$ cat src/rtl/mips_mc_control.sv
// Multi-cycle MIPS control unit.
// One shared datapath is sequenced through fetch, decode, execute, memory and
// write-back states. Memory states stall on MemRdy, with an optional watchdog
// that drops the access after TIMEOUT stalled cycles. Retired instructions are
// counted in RetCnt.
module mips_mc_control #(
  parameter int CNT_W   = 32,
  parameter int TIMEOUT = 255
) (
  input  logic             CLK,
  input  logic             RST,
  input  logic [5:0]       Op,
  input  logic [5:0]       Funct,
  input  logic             Zero,
  input  logic             MemRdy,
  output logic             MemReq,
  output logic             MemWr,
  output logic             IorD,
  output logic             IRWrite,
  output logic             PCEn,
  output logic [1:0]       PCSrc,
  output logic             ALUSrcA,
  output logic [1:0]       ALUSrcB,
  output logic [1:0]       ALUOp,
  output logic             RegWE,
  output logic [1:0]       RegDst,
  output logic [1:0]       MemToReg,
  output logic             Illegal,
  output logic             Fault,
  output logic [CNT_W-1:0] RetCnt
);

  localparam int TMO_W = (TIMEOUT > 0) ? $clog2(TIMEOUT + 1) : 1;
  localparam logic [TMO_W-1:0] TMO_MAX = TMO_W'(TIMEOUT);

  localparam logic [5:0] OP_RTYPE = 6'b000000;
  localparam logic [5:0] OP_J     = 6'b000010;
  localparam logic [5:0] OP_JAL   = 6'b000011;
  localparam logic [5:0] OP_BEQ   = 6'b000100;
  localparam logic [5:0] OP_BNE   = 6'b000101;
  localparam logic [5:0] OP_ADDI  = 6'b001000;
  localparam logic [5:0] OP_SLTI  = 6'b001010;
  localparam logic [5:0] OP_ANDI  = 6'b001100;
  localparam logic [5:0] OP_ORI   = 6'b001101;
  localparam logic [5:0] OP_XORI  = 6'b001110;
  localparam logic [5:0] OP_LW    = 6'b100011;
  localparam logic [5:0] OP_SW    = 6'b101011;

  typedef enum logic [3:0] {
    S_FETCH, S_DECODE, S_MEMADR, S_MEMRD, S_MEMWB, S_MEMWR, S_EXEC,
    S_RTWB, S_IEXEC, S_IWB, S_BRANCH, S_JUMP, S_JAL
  } state_e;

  state_e           state_q, state_d, dec_state;
  logic             run_q;
  logic [TMO_W-1:0] tmo_q, tmo_d;
  logic [CNT_W-1:0] ret_q;
  logic             op_illegal;
  logic             wait_st, stall, tmo_hit, retire;

  // Funct is consumed by the ALU decoder, not by the sequencer.
  logic unused_funct;
  assign unused_funct = ^Funct;

  // run_q holds the FSM idle (and all outputs low) until the first edge after reset release.
  always_ff @(posedge CLK or negedge RST) begin
    if (!RST) begin
      state_q <= S_FETCH;
      run_q   <= 1'b0;
      tmo_q   <= '0;
      ret_q   <= '0;
    end else begin
      run_q   <= 1'b1;
      state_q <= state_d;
      tmo_q   <= tmo_d;
      if (retire) ret_q <= ret_q + 1'b1;
    end
  end

  // Map the latched opcode to its first execute state; unknown opcodes go back to fetch.
  always_comb begin
    dec_state  = S_FETCH;
    op_illegal = 1'b0;
    case (Op)
      OP_LW, OP_SW:                                  dec_state = S_MEMADR;
      OP_RTYPE:                                      dec_state = S_EXEC;
      OP_BEQ, OP_BNE:                                dec_state = S_BRANCH;
      OP_J:                                          dec_state = S_JUMP;
      OP_JAL:                                        dec_state = S_JAL;
      OP_ADDI, OP_SLTI, OP_ANDI, OP_ORI, OP_XORI:    dec_state = S_IEXEC;
      default:                                       op_illegal = 1'b1;
    endcase
  end

  // Memory watchdog: counts stalled cycles; a ready on the deadline cycle still wins.
  always_comb begin
    wait_st = run_q && (state_q inside {S_FETCH, S_MEMRD, S_MEMWR});
    stall   = wait_st && !MemRdy;
    tmo_hit = (TIMEOUT != 0) && stall && (tmo_q == TMO_MAX);
    tmo_d   = '0;
    if ((TIMEOUT != 0) && stall && !tmo_hit) tmo_d = tmo_q + 1'b1;
  end

  // Next state and retirement (retire marks the edge leaving a completing state).
  always_comb begin
    state_d = state_q;
    retire  = 1'b0;
    if (run_q) begin
      case (state_q)
        S_FETCH:  if (MemRdy) state_d = S_DECODE;
        S_DECODE: state_d = dec_state;
        S_MEMADR: state_d = (Op == OP_LW) ? S_MEMRD : S_MEMWR;
        S_MEMRD: begin
          if (MemRdy)       state_d = S_MEMWB;
          else if (tmo_hit) state_d = S_FETCH;
        end
        S_MEMWR: begin
          if (MemRdy) begin
            state_d = S_FETCH;
            retire  = 1'b1;
          end else if (tmo_hit) begin
            state_d = S_FETCH;
          end
        end
        S_EXEC:   state_d = S_RTWB;
        S_IEXEC:  state_d = S_IWB;
        S_MEMWB, S_RTWB, S_IWB, S_BRANCH, S_JUMP, S_JAL: begin
          state_d = S_FETCH;
          retire  = 1'b1;
        end
        default:  state_d = S_FETCH;
      endcase
    end
  end

  // Per-state datapath controls; PCEn additionally follows MemRdy in fetch and Zero in branch.
  always_comb begin
    MemReq   = 1'b0;
    MemWr    = 1'b0;
    IorD     = 1'b0;
    IRWrite  = 1'b0;
    PCEn     = 1'b0;
    PCSrc    = 2'b00;
    ALUSrcA  = 1'b0;
    ALUSrcB  = 2'b00;
    ALUOp    = 2'b00;
    RegWE    = 1'b0;
    RegDst   = 2'b00;
    MemToReg = 2'b00;
    Illegal  = 1'b0;
    Fault    = tmo_hit;
    if (run_q) begin
      case (state_q)
        S_FETCH: begin
          MemReq  = 1'b1;
          ALUSrcB = 2'b01;
          IRWrite = MemRdy;
          PCEn    = MemRdy;
        end
        S_DECODE: begin
          ALUSrcB = 2'b11;
          Illegal = op_illegal;
        end
        S_MEMADR: begin
          ALUSrcA = 1'b1;
          ALUSrcB = 2'b10;
        end
        S_MEMRD: begin
          MemReq = 1'b1;
          IorD   = 1'b1;
        end
        S_MEMWB: begin
          RegWE    = 1'b1;
          MemToReg = 2'b01;
        end
        S_MEMWR: begin
          MemReq = 1'b1;
          MemWr  = 1'b1;
          IorD   = 1'b1;
        end
        S_EXEC: begin
          ALUSrcA = 1'b1;
          ALUOp   = 2'b10;
        end
        S_RTWB: begin
          RegWE  = 1'b1;
          RegDst = 2'b01;
        end
        S_IEXEC: begin
          ALUSrcA = 1'b1;
          ALUSrcB = 2'b10;
          ALUOp   = 2'b11;
        end
        S_IWB: RegWE = 1'b1;
        S_BRANCH: begin
          ALUSrcA = 1'b1;
          ALUOp   = 2'b01;
          PCSrc   = 2'b01;
          PCEn    = (Op == OP_BEQ) ? Zero : !Zero;
        end
        S_JUMP: begin
          PCSrc = 2'b10;
          PCEn  = 1'b1;
        end
        S_JAL: begin
          RegWE    = 1'b1;
          RegDst   = 2'b10;
          MemToReg = 2'b10;
          PCSrc    = 2'b10;
          PCEn     = 1'b1;
        end
        default: ;
      endcase
    end
  end

  assign RetCnt = ret_q;

endmodule

$ cat config.mk
export PLATFORM = sky130hd
export DESIGN_NAME = mips_mc_control
export DESIGN_NICKNAME = d
export VERILOG_FILES = /design/src/rtl/mips_mc_control.sv
export SDC_FILE = /design/constraint.sdc
export NUM_CORES = 1
export LEC_CHECK = 0
export ABC_CLOCK_PERIOD_IN_PS = 1900
export BUFFER_PORTS_ARGS = -buffer_cell sky130_fd_sc_hd__clkbuf_2
export CAP_MARGIN = 0
export CORE_ASPECT_RATIO = 0.9
export CORE_MARGIN = 2
export CORE_UTILIZATION = 42
export CTS_CLUSTER_SIZE = 10
export DETAILED_ROUTE_END_ITERATION = 12
export PLACE_DENSITY = 0.74
export SKIP_CTS_REPAIR_TIMING = 1
export SLEW_MARGIN = 20
export SYNTH_ARGS = -nofsm -noshare
export SYNTH_HDL_FRONTEND = slang
export SYNTH_SLANG_ARGS = --single-unit
$ cat constraint.sdc
create_clock -name CLK -period 1.9 [get_ports CLK]
set_input_delay 0.19 -clock CLK [delete_from_list [all_inputs] [get_ports CLK]]
set_output_delay 0.19 -clock CLK [all_outputs]
set_load 0.02 [all_outputs]
==> impl_results.md <==
- Core box area: 0.00576 mm^2
- P_leak: 0.00143 uW
- Worst Hold Endpoint: tmo_q[6]$_DFF_PN0_
- Final worst slack: 0.0753 ns
- Status: completed
- Cell family with most CP delay: simple AND/OR/NAND/NOR gates
- TritonCTS Buffers: 5
- Unique masters post-synth: 46
- Worst R2R Start: state_q[2]$_DFFE_PN0P_
- First-pass GRT wire length: 9.20 mm
- RR Endpoint: RetCnt[20]$_DFFE_PN0P_
- ANT cells: 0
- Gr ovfl total: 0
- Max Buffers Root-to-Sink: 2
- WP data required: roughly 1.7 ns
- Cell count of the worst hold path: 4
- Final setup vio count: 0
- Detailed placer's ending HPWL: 4.12 mm
- Min Hold Slack: 0.370 ns
- Final hold vios: 0
- Reg-to-reg slack, setup: 0.11 ns
- Period utilization: 0.960
- Pre-CTS setup slack: 0.0661 ns
- Syn nets: 292
- Mapped cell area: between 0.002 and 0.003 mm^2
- Max H-tree Level: 2
- ANT nets after route: 0
- Die area: 0.00667 mm^2
- Power per cell area: 850 mW/mm^2
- Synth Register Bits: 45
- Final Non-Filler Cells: 421
- Hold Crit Start: MemRdy
- Worst Setup End Kind: output pin
- Cells after DPL: between 400 and 500
- Tmin final: 1.82 ns
- DR vias/cell: roughly 5.2
- Vias in the first global route: slightly above 2000
- Clock transition at path regs: approximately 0.080 ns
- Total Nets Final: around 370
- Initial core utilization: 0.440
- Final Util: 0.554
- Setup crit start kind: register
- WP data arrival: 1.63 ns
- Ys async rst share: 1.00
- Hold WC Path Type: in -> reg
- Worst-path fanout max: 7
- Max Clk Rate: 548 MHz
- Drt first pass iters: 6
- Commonest non-fill, non-tap cell in the layout: clkbuf_2
- Clock Skew: 0.00777 ns
- Fraction of layout cells with a size suffix above 1: 0.308
- PortBufs: 60
- Pins Over Slew Limit: 0
- Die Wd: 85.9 um
- Routed WL per cell: 13.2 um
- Skew-Pair Late Insertion Delay: 0.29 ns
- DRC viols: 0
- VDD IR-drop max: 0.655 mV
- Slowest cell on crit path: dfrtp_2
- CTS tree: built
- WS Path Type: reg -> out
- Antenna violations before repair: 0
- Syn_area_per_cell: about 9 um^2
- Clk sinks: 45
- Gr usage total: 0.170
- Die Y: 77.7 um
- Site row count: 26
- Ports: 67
- Bufs and invs on worst path: 1
- Top FF cell, synth: dfrtp_1
- Slowest Stage Delay on Critical Path: ~0.45 ns
- Root Buffer: clkbuf_8
- EDFF count, synth: 0
- Overall Power: about 2700 uW
- MaxCap Viol Count: 0
- GPL Wtd Cong: just over 0.8
- Initial DRC Count: 122
- Syn-to-layout area delta: 25.9%
- R2R depth: 5
- Largest net degree at the start of global routing: 28
- Worst path cell trace: or3_1 > o21ai_2 > nand3_2 > nor2_4 > buf_4
- WL final: 5.57 mm
- Warnings from Yosys: 0
- Post-synthesis sequential area ratio: 0.444
- RSZ-0062 raised after global routing: yes
- Most frequent cells in the layout: clkbuf_2, dfrtp_1, xnor2_1
- Mapped Cells: 274
- Via count: 2206
## per-stage QoR
stage	setup TNS, ns	cell area, um^2
6_report	0	3190
5_1_grt	-0.0313	3190
4_1_cts	-0.369	3090
3_5_place_dp	0	3000
3_3_place_gp	0	3000
2_1_floorplan	0	2540
## cell type report
cell class,instances,area [um^2]
clock buffers,6,72.6
clock inverters,2,10.0
fillers,510,2570
inverters,9,33.8
multi-input cells,211,1390
flip-flops and latches,45,1130
well taps,70,87.6
repair buffers,78,465
## layer usage
metal  vias to the layer above  part of all wire  GRT usage
met5                         -                 0          0
met4                         0            0.0065     0.0460
met3                         2             0.033     0.0287
met2                        42              0.47      0.263
met1                      1043              0.49      0.247
li1                       1119                 -          -
## worst max-delay path by stage
| stage | start | end | slack [ns] | cells past startpoint |
|---|---|---|---|---|
| after detailed placement | state_q[2]$_DFFE_PN0P_ | RetCnt[17]$_DFFE_PN0P_ | 0.07 | 5 |
| final | state_q[0]$_DFFE_PN0P_ | Fault | 0.08 | 5 |
| after global routing | state_q[0]$_DFFE_PN0P_ | PCEn | -0.02 | 6 |
| after CTS | state_q[2]$_DFFE_PN0P_ | Fault | -0.14 | 5 |
| after global placement | state_q[2]$_DFFE_PN0P_ | RetCnt[31]$_DFFE_PN0P_ | 0.08 | 5 |
| after floorplan | state_q[0]$_DFFE_PN0P_ | state_q[2]$_DFFE_PN0P_ | 0.08 | 6 |
## sequential cells by signal, summed over array words and instances (netlist names)
signal,cells
state_q,4
RetCnt,32
run_q,1
tmo_q,8
## power by group
group	switching [uW]	internal, uW	leakage (uW)
Combinational	639	383	0.000794
Clock	295	255	0.0000450
Sequential	99.0	1040	0.000595
## cells in the mapped netlist, types with 2 or more instances
master,n,area (um^2)
nor4_1,6,37.5
dfrtp_1,45,1130
nand2_1,26,97.6
nand4_1,7,43.8
and4_1,4,35.0
a22o_1,3,26.3
xnor2_1,30,263
nor3_1,7,35.0
buf_2,2,10.0
or3_1,4,25.0
o21ai_0,7,35.0
nand3_1,26,130
ha_1,2,25.0
nor2b_1,4,25.0
and2_1,5,31.3
clkbuf_1,6,22.5
nor3_2,2,20.0
inv_1,9,33.8
o22ai_1,2,12.5
and3_1,8,50.1
nor2_1,27,101
a21o_1,4,30.0
a21oi_1,6,30.0
xor2_1,10,87.6
## tightest hold or removal path: stages
cell      delay [ns]
clkbuf_2        0.14
nor2_1          0.11
nand3_2         0.13
nor2_1          0.05
## logic make-up after synthesis
group                      after synthesis  synth area share
and+or+nand+nor                        134             0.282
other                                    1           0.00148
DFF                                     45             0.444
AOI/OAI and AO/OA                       33            0.0899
buffers and inverters                   18            0.0291
adders and majority gates                2           0.00987
xor gates and xnor gates                40             0.138
muxes                                    1           0.00444
(Power assumes the default switching activity.)
